<file path="src/rtl/fifo_burst_wr_pkg.sv">
// rtl/fifo_burst_wr_pkg.sv - shared types and constants for the burst FIFO write controller
package fifo_burst_wr_pkg;

    localparam int CNT_W         = 16;
    localparam int DEF_DATA_W    = 8;
    localparam int DEF_BURST_LEN = 16;
    localparam int DEF_WAIT_CYC  = 10;
    localparam int DEF_SYNC_STG  = 2;

    typedef enum logic [3:0] {
        IDLE   = 4'b0001,
        SETTLE = 4'b0010,
        BURST  = 4'b0100,
        DONE   = 4'b1000
    } state_e;

endpackage

</file>
<file path="src/rtl/sync_bit.sv">
// rtl/sync_bit.sv - multi-flop single-bit synchroniser with synchronous active-high reset
module sync_bit #(
    parameter int STAGES = 2
) (
    input  logic clk_i,
    input  logic rst_i,
    input  logic d_i,
    output logic q_o
);

    logic [STAGES-1:0] sync_q;

    always_ff @(posedge clk_i) begin
        if (rst_i) begin
            sync_q <= '0;
        end else begin
            sync_q <= {sync_q[STAGES-2:0], d_i};
        end
    end

    assign q_o = sync_q[STAGES-1];

endmodule

</file>
<file path="src/rtl/fifo_burst_wr.sv">
// rtl/fifo_burst_wr.sv - burst FIFO refill controller; optional stats counter under FIFO_BURST_WR_STATS_EN
module fifo_burst_wr
    import fifo_burst_wr_pkg::*;
#(
    parameter int DATA_W    = DEF_DATA_W,
    parameter int BURST_LEN = DEF_BURST_LEN,
    parameter int WAIT_CYC  = DEF_WAIT_CYC,
    parameter int SYNC_STG  = DEF_SYNC_STG
) (
    input  logic              sys_clk,
    input  logic              sys_rst,
    input  logic              almost_empty,
    input  logic              almost_full,
    input  logic              s_valid,
    input  logic [DATA_W-1:0] s_data,
    output logic              s_ready,
    output logic              fifo_wr_en,
    output logic [DATA_W-1:0] fifo_wr_data,
    output logic              busy,
    output logic              wr_done,
    output logic              wr_short,
    output logic [CNT_W-1:0]  wr_cnt,
    output logic [31:0]       stat_words
);

    localparam logic [7:0] SETTLE_LAST = (WAIT_CYC == 0) ? 8'd0 : 8'(WAIT_CYC - 1);
    // Unlimited bursts still end when the counter would otherwise wrap.
    localparam logic [CNT_W-1:0] BURST_LAST = (BURST_LEN == 0) ?
        {{(CNT_W-1){1'b1}}, 1'b0} : CNT_W'(BURST_LEN - 1);

    logic              ae_s;
    state_e            state_q;
    logic [7:0]        dly_q;
    logic [CNT_W-1:0]  beat_q;
    logic [CNT_W-1:0]  wr_cnt_q;
    logic              wr_en_q;
    logic [DATA_W-1:0] wr_data_q;
    logic              busy_q;
    logic              done_q;
    logic              short_q;
    logic              accept;
    logic              last_beat;

    sync_bit #(
        .STAGES(SYNC_STG)
    ) u_ae_sync (
        .clk_i(sys_clk),
        .rst_i(sys_rst),
        .d_i  (almost_empty),
        .q_o  (ae_s)
    );

    assign s_ready   = (state_q == BURST) && !almost_full;
    assign accept    = s_valid && s_ready;
    assign last_beat = accept && (beat_q == BURST_LAST);

    always_ff @(posedge sys_clk) begin
        if (sys_rst) begin
            state_q   <= IDLE;
            dly_q     <= '0;
            beat_q    <= '0;
            wr_cnt_q  <= '0;
            wr_en_q   <= 1'b0;
            wr_data_q <= '0;
            busy_q    <= 1'b0;
            done_q    <= 1'b0;
            short_q   <= 1'b0;
        end else begin
            wr_en_q <= accept;
            if (accept) begin
                wr_data_q <= s_data;
            end
            done_q <= 1'b0;
            case (state_q)
                IDLE: begin
                    if (ae_s) begin
                        state_q <= SETTLE;
                        busy_q  <= 1'b1;
                        dly_q   <= '0;
                    end
                end
                SETTLE: begin
                    if (dly_q == SETTLE_LAST) begin
                        state_q <= BURST;
                    end else begin
                        dly_q <= dly_q + 8'd1;
                    end
                end
                BURST: begin
                    // Reaching the length limit wins over almost_full.
                    if (last_beat) begin
                        state_q  <= DONE;
                        busy_q   <= 1'b0;
                        done_q   <= 1'b1;
                        short_q  <= 1'b0;
                        wr_cnt_q <= beat_q + 1'b1;
                        beat_q   <= '0;
                    end else if (almost_full) begin
                        state_q  <= DONE;
                        busy_q   <= 1'b0;
                        done_q   <= 1'b1;
                        short_q  <= 1'b1;
                        wr_cnt_q <= beat_q;
                        beat_q   <= '0;
                    end else if (accept) begin
                        beat_q <= beat_q + 1'b1;
                    end
                end
                DONE: begin
                    state_q <= IDLE;
                end
                default: begin
                    state_q <= IDLE;
                    busy_q  <= 1'b0;
                end
            endcase
        end
    end

    assign fifo_wr_en   = wr_en_q;
    assign fifo_wr_data = wr_data_q;
    assign busy         = busy_q;
    assign wr_done      = done_q;
    assign wr_short     = short_q;
    assign wr_cnt       = wr_cnt_q;

`ifdef FIFO_BURST_WR_STATS_EN
    logic [31:0] stat_q;

    always_ff @(posedge sys_clk) begin
        if (sys_rst) begin
            stat_q <= '0;
        end else if (wr_en_q && (stat_q != 32'hFFFF_FFFF)) begin
            stat_q <= stat_q + 32'd1;
        end
    end

    assign stat_words = stat_q;
`else
    assign stat_words = 32'd0;
`endif

endmodule

</file>
<file path="config.mk">
export PLATFORM = sky130hd
export DESIGN_NAME = fifo_burst_wr
export DESIGN_NICKNAME = d
export VERILOG_FILES = /design/src/rtl/fifo_burst_wr_pkg.sv /design/src/rtl/sync_bit.sv /design/src/rtl/fifo_burst_wr.sv
export SDC_FILE = /design/constraint.sdc
export NUM_CORES = 1
export LEC_CHECK = 0
export ABC_AREA = 1
export CORE_ASPECT_RATIO = 1.25
export CORE_MARGIN = 5
export CORE_UTILIZATION = 47
export CTS_CLUSTER_SIZE = 24
export DETAILED_ROUTE_END_ITERATION = 7
export PLACE_DENSITY = 0.76
export SLEW_MARGIN = 20
export SYNTH_ARGS = -nofsm -noshare
export SYNTH_HDL_FRONTEND = slang
export SYNTH_SLANG_ARGS = --single-unit
</file>
<file path="constraint.sdc">
create_clock -name sys_clk -period 1.88 [get_ports sys_clk]
set_clock_uncertainty 0.1 [all_clocks]
set_input_delay 0.376 -clock sys_clk [delete_from_list [all_inputs] [get_ports sys_clk]]
set_output_delay 0.376 -clock sys_clk [all_outputs]
set_load 0.02 [all_outputs]
</file>
==> results by stage <==
Run status:
- The flow ran to the end, and the final reports show no timing, DRC or antenna violations.

Synthesis:
- The gate count after technology mapping is 434.
- The most used flip-flop cell after synthesis is sky130_fd_sc_hd__dfxtp_1.
- The mapped cell area is 3010 um^2.
- The cell taking the most area after synthesis is sky130_fd_sc_hd__dfxtp_1.
- The fraction of the yosys area taken by sequential cells is 0.386.
- The average cell area after synthesis is 6.94 um^2.
- The top-area cell type share of the netlist area is 0.386.
- The number of synthesis warnings is 0.
- The fraction of registers with async set/reset is 0.
- The count of cell types in the netlist is 33.
- By area the synthesized netlist is led by sky130_fd_sc_hd__dfxtp_1 39%, sky130_fd_sc_hd__nand2_1 14%, sky130_fd_sc_hd__buf_4 8.2%, sky130_fd_sc_hd__nor2_1 8.2%, sky130_fd_sc_hd__a21oi_1 5.5%.
- Counting flops and latches in the post-synthesis netlist gives 58.
- The synthesized design contains 0 enable-type register cells.

CTS:
- The post-CTS repair timing setup buffer count is 0.
- The clock latency of the later-clocked register in the worst-skew pair is 0.34 ns.
- The master cell of the clock root buffer is sky130_fd_sc_hd__clkbuf_8.
- The tree built by TritonCTS fans out to 58 sinks.
- TritonCTS built the clock tree.
- The longest clock path from root to sink contains 2 buffers.
- The clock transition at the registers of the reported paths is 0.06 ns.
- In this run, post-CTS hold repair placed 0 buffers.
- The total CTS buffers is 9.
- The maximum level of the CTS H-tree is 3.

GRT:
- In the global route stage, overall resource usage came out at 0.175.
- The first-pass GRT wire length is 11400 um.
- Entering global routing, the biggest net connects 28 pins.
- The number of antenna violations at the first check in global routing is 0.
- The total overflow reported by the global router is 0.
- The via count of the first global-routing pass is 2631.

Layout:
- The final instance area is 3700 um^2.
- The diode insertion count for antenna repair is 0.
- The final layout contains 511 nets.
- Of the cells placed in the final design, the portion with a size suffix greater than 1 is 0.112.
- Excluding fillers, the count of instances in the completed layout stands at 585.
- The area added between synthesis and finish is 22.9%.

Worst setup path:
- The number of cells on the worst reg-to-reg path is 7.
- The start-to-end type of the worst setup path is reg -> out.
- In this run the worst path has a maximum fanout of 2.
- The worst setup path is captured at an output pin.
- Together, buffers and inverters on the worst path number 1.
- The data arrival time of the critical path is 1.32 ns.
- For the worst setup path, the data required time is 1.40 ns.
- The worst setup path is launched from a flop.
- In this run the number of cells on the critical path is 1.
- The library cell contributing the largest single delay on the critical path is sky130_fd_sc_hd__clkdlybuf4s50_1.
- For this run, the slowest stage of the critical path takes 0.63 ns.
- The signal on the critical path passes through clkdlybuf4s50_1.
- The family with the most delay on the worst path is buffers and inverters.

Power and ir drop:
- Of the total power, combinational logic draws 0.119.
- Of the total power, the share spent switching nets is 0.266.
- The total power divided by cell area is 716 nW/um^2.
- The internal portion of the total power is 1950 uW.
- The peak ir drop on the vdd network is 0.523 mV.
- The net switching component of the power is 706 uW.
- The clock share of power is 0.397.
- The static leakage is 0.00163 uW.
- The share of power burned in registers is 0.484.

STA:
- Setup violations remaining at the end of the flow were counted as 0.
- The total count of hold-check failures in the final report is 0.
- On the final layout, the worst hold slack is 0.311 ns.
- The final critical path time including I/O delays and setup is 1.80 ns.
- The number of max-slew violations in the final report is 0.
- The highest clock frequency the design can meet is 557 MHz.
- The share of the clock period used by the worst path after layout is 0.955.
- The final setup slack of the worst path is 0.0847 ns.

Place:
- In this run the tool buffered the top-level ports with 41 buffer cells.
- The pre-CTS setup slack is -0.225 ns.
- At the end of routability-driven placement, the weighted congestion stood at 0.874.
- The placed instances occupy a cell area of 3510 um^2.
- The total half-perimeter wirelength after legalization and detailed placement is 4840 um.
- The number of placed instances, taps included is 569.

Route:
- The remaining design rule violation count is 0.
- After detailed routing, the number of vias per cell comes to 4.69.
- For this block, the via count after detailed routing is 2743.
- The first TritonRoute pass finished after 4 iterations.
- Dividing the detail-routed wire length by the instance count gives 11.4 um.
- The final antenna-violating net count is 0.
- After detailed routing, the total wire length is 6660 um.
- The count of routing violations after the opening detailed-route iteration is 77.

Die:
- The number of I/O pins is 74.
- The die height is 99.5 um.
- The floorplan step defined a die boundary enclosing 8120 um^2.
- The area of the placeable core is 6210 um^2.
- The floorplan step set the die width to 81.6 um.
- The floorplan has 32 rows.
- The effective utilization at floorplan is 0.485.

Job:
- Across the run, the number of max-cap violations was 0.

Min path:
- The path class of the tightest hold or removal check is reg -> reg.
- The number of stages on the worst hold path is 2.
-- path summary, 6_finish.rpt --
kind | slack, ns | startpoint | to
worst max-delay path | 0.08 | busy | busy
worst min-delay path | 0.31 | u_ae_sync.sync_q[0] | u_ae_sync.sync_q[1]
worst max register to register | 0.15 | beat_q[1] | beat_q[8]
worst min register to register | 0.31 | u_ae_sync.sync_q[0] | u_ae_sync.sync_q[1]
-- cell usage in the layout, fill, tap and decap left out, types with 2 or more instances in the layout --
cell type	count
sky130_fd_sc_hd__ha_1	3
sky130_fd_sc_hd__nand3b_1	3
sky130_fd_sc_hd__nand2_2	4
sky130_fd_sc_hd__xor2_1	10
sky130_fd_sc_hd__inv_2	2
sky130_fd_sc_hd__a21oi_1	33
sky130_fd_sc_hd__nand4_1	2
sky130_fd_sc_hd__nor2_4	2
sky130_fd_sc_hd__dfxtp_1	58
sky130_fd_sc_hd__clkinv_2	2
sky130_fd_sc_hd__o21ai_0	4
sky130_fd_sc_hd__nor2_1	66
sky130_fd_sc_hd__conb_1	32
sky130_fd_sc_hd__nand3_1	27
sky130_fd_sc_hd__nor2_2	5
sky130_fd_sc_hd__clkdlybuf4s50_1	40
sky130_fd_sc_hd__nand2_1	114
sky130_fd_sc_hd__nor3_1	7
sky130_fd_sc_hd__buf_4	20
sky130_fd_sc_hd__xnor2_1	2
sky130_fd_sc_hd__nand3_2	2
sky130_fd_sc_hd__clkbuf_8	12
sky130_fd_sc_hd__inv_1	37
sky130_fd_sc_hd__clkbuf_1	2
-- tightest hold or removal path, cell delays in order (launching register included) --
cell,delay [ns]
sky130_fd_sc_hd__dfxtp_1,0.30
sky130_fd_sc_hd__inv_1,0.05
sky130_fd_sc_hd__nor2_1,0.03
-- sequential cells by signal, indices dropped and copies added (netlist names) --
register          flops
wr_done               1
u_ae_sync.sync_q      2
fifo_wr_en            1
busy                  1
fifo_wr_data          8
dly_q                 8
beat_q               16
wr_cnt               16
state_q               4
wr_short              1
-- timing repair --
| item | CTS | global route |
|---|---|---|
| gates resized for setup | 3 | 4 |
| endpoints found under the hold margin | 0 | 0 |
| endpoints found under the setup margin | 1 | 5 |
-- kinds of logic (layout without fill, tap and decap cells) --
logic type,count (synthesis),count (layout),synth area share
buffers and inverters,82,117,0.150
DFF,58,58,0.386
adders and majority gates,3,3,0.0125
other,1,32,0.00125
xor gates and xnor gates,12,12,0.0349
and+or+nand+nor,235,235,0.337
AOI/OAI and AO/OA,43,43,0.0798
-- power groups by stage --
stage          Sequential (uW)  Clock [uW]  Combinational [uW]
2_1_floorplan             1310           0                 263
3_5_place_dp              1310           0                 313
3_3_place_gp              1310           0                 308
4_1_cts                   1280        1070                 314
6_report                  1280        1050                 317
5_1_grt                   1290        1130                 358
-- per-layer routing --
| metal | GRT usage | part of all wire | vias to the layer above |
|---|---|---|---|
| met5 | 0 | 0 | - |
| met4 | 0.0691 | 0.021 | 0 |
| met3 | 0.0553 | 0.057 | 13 |
| met2 | 0.288 | 0.49 | 67 |
| met1 | 0.208 | 0.43 | 1255 |
| li1 | - | - | 1408 |
-- through the flow --
step                power (uW)   util  TNS (ns)
floorplan                 1570      -         0
global placement          1620  0.566     -1.46
detailed placement        1620  0.566     -1.98
CTS                       2670  0.595         0
global route              2780  0.597  -0.00717
finish                    2650  0.597         0
-- cells in the mapped netlist (all sizes together) (2+ instances only) --
| cell type | instances |
|---|---|
| nand4 | 3 |
| nand3 | 29 |
| clkbuf | 4 |
| dfxtp | 58 |
| buf | 39 |
| xnor2 | 2 |
| xor2 | 10 |
| a21oi | 34 |
| ha | 3 |
| nor3 | 7 |
| o21ai | 5 |
| nand2 | 119 |
| inv | 39 |
| nand3b | 3 |
| nor2 | 73 |
-- final cells by class --
cell class,instances,area [um^2]
fill,565,2500
inverter,39,146
clock buffer,14,173
sequential,58,1160
clock inverter,2,10.0
tap,85,106
timing repair buffer,62,576
multi-input combinational,325,1530
No activity file was read; power rests on OpenSTA's default activity.
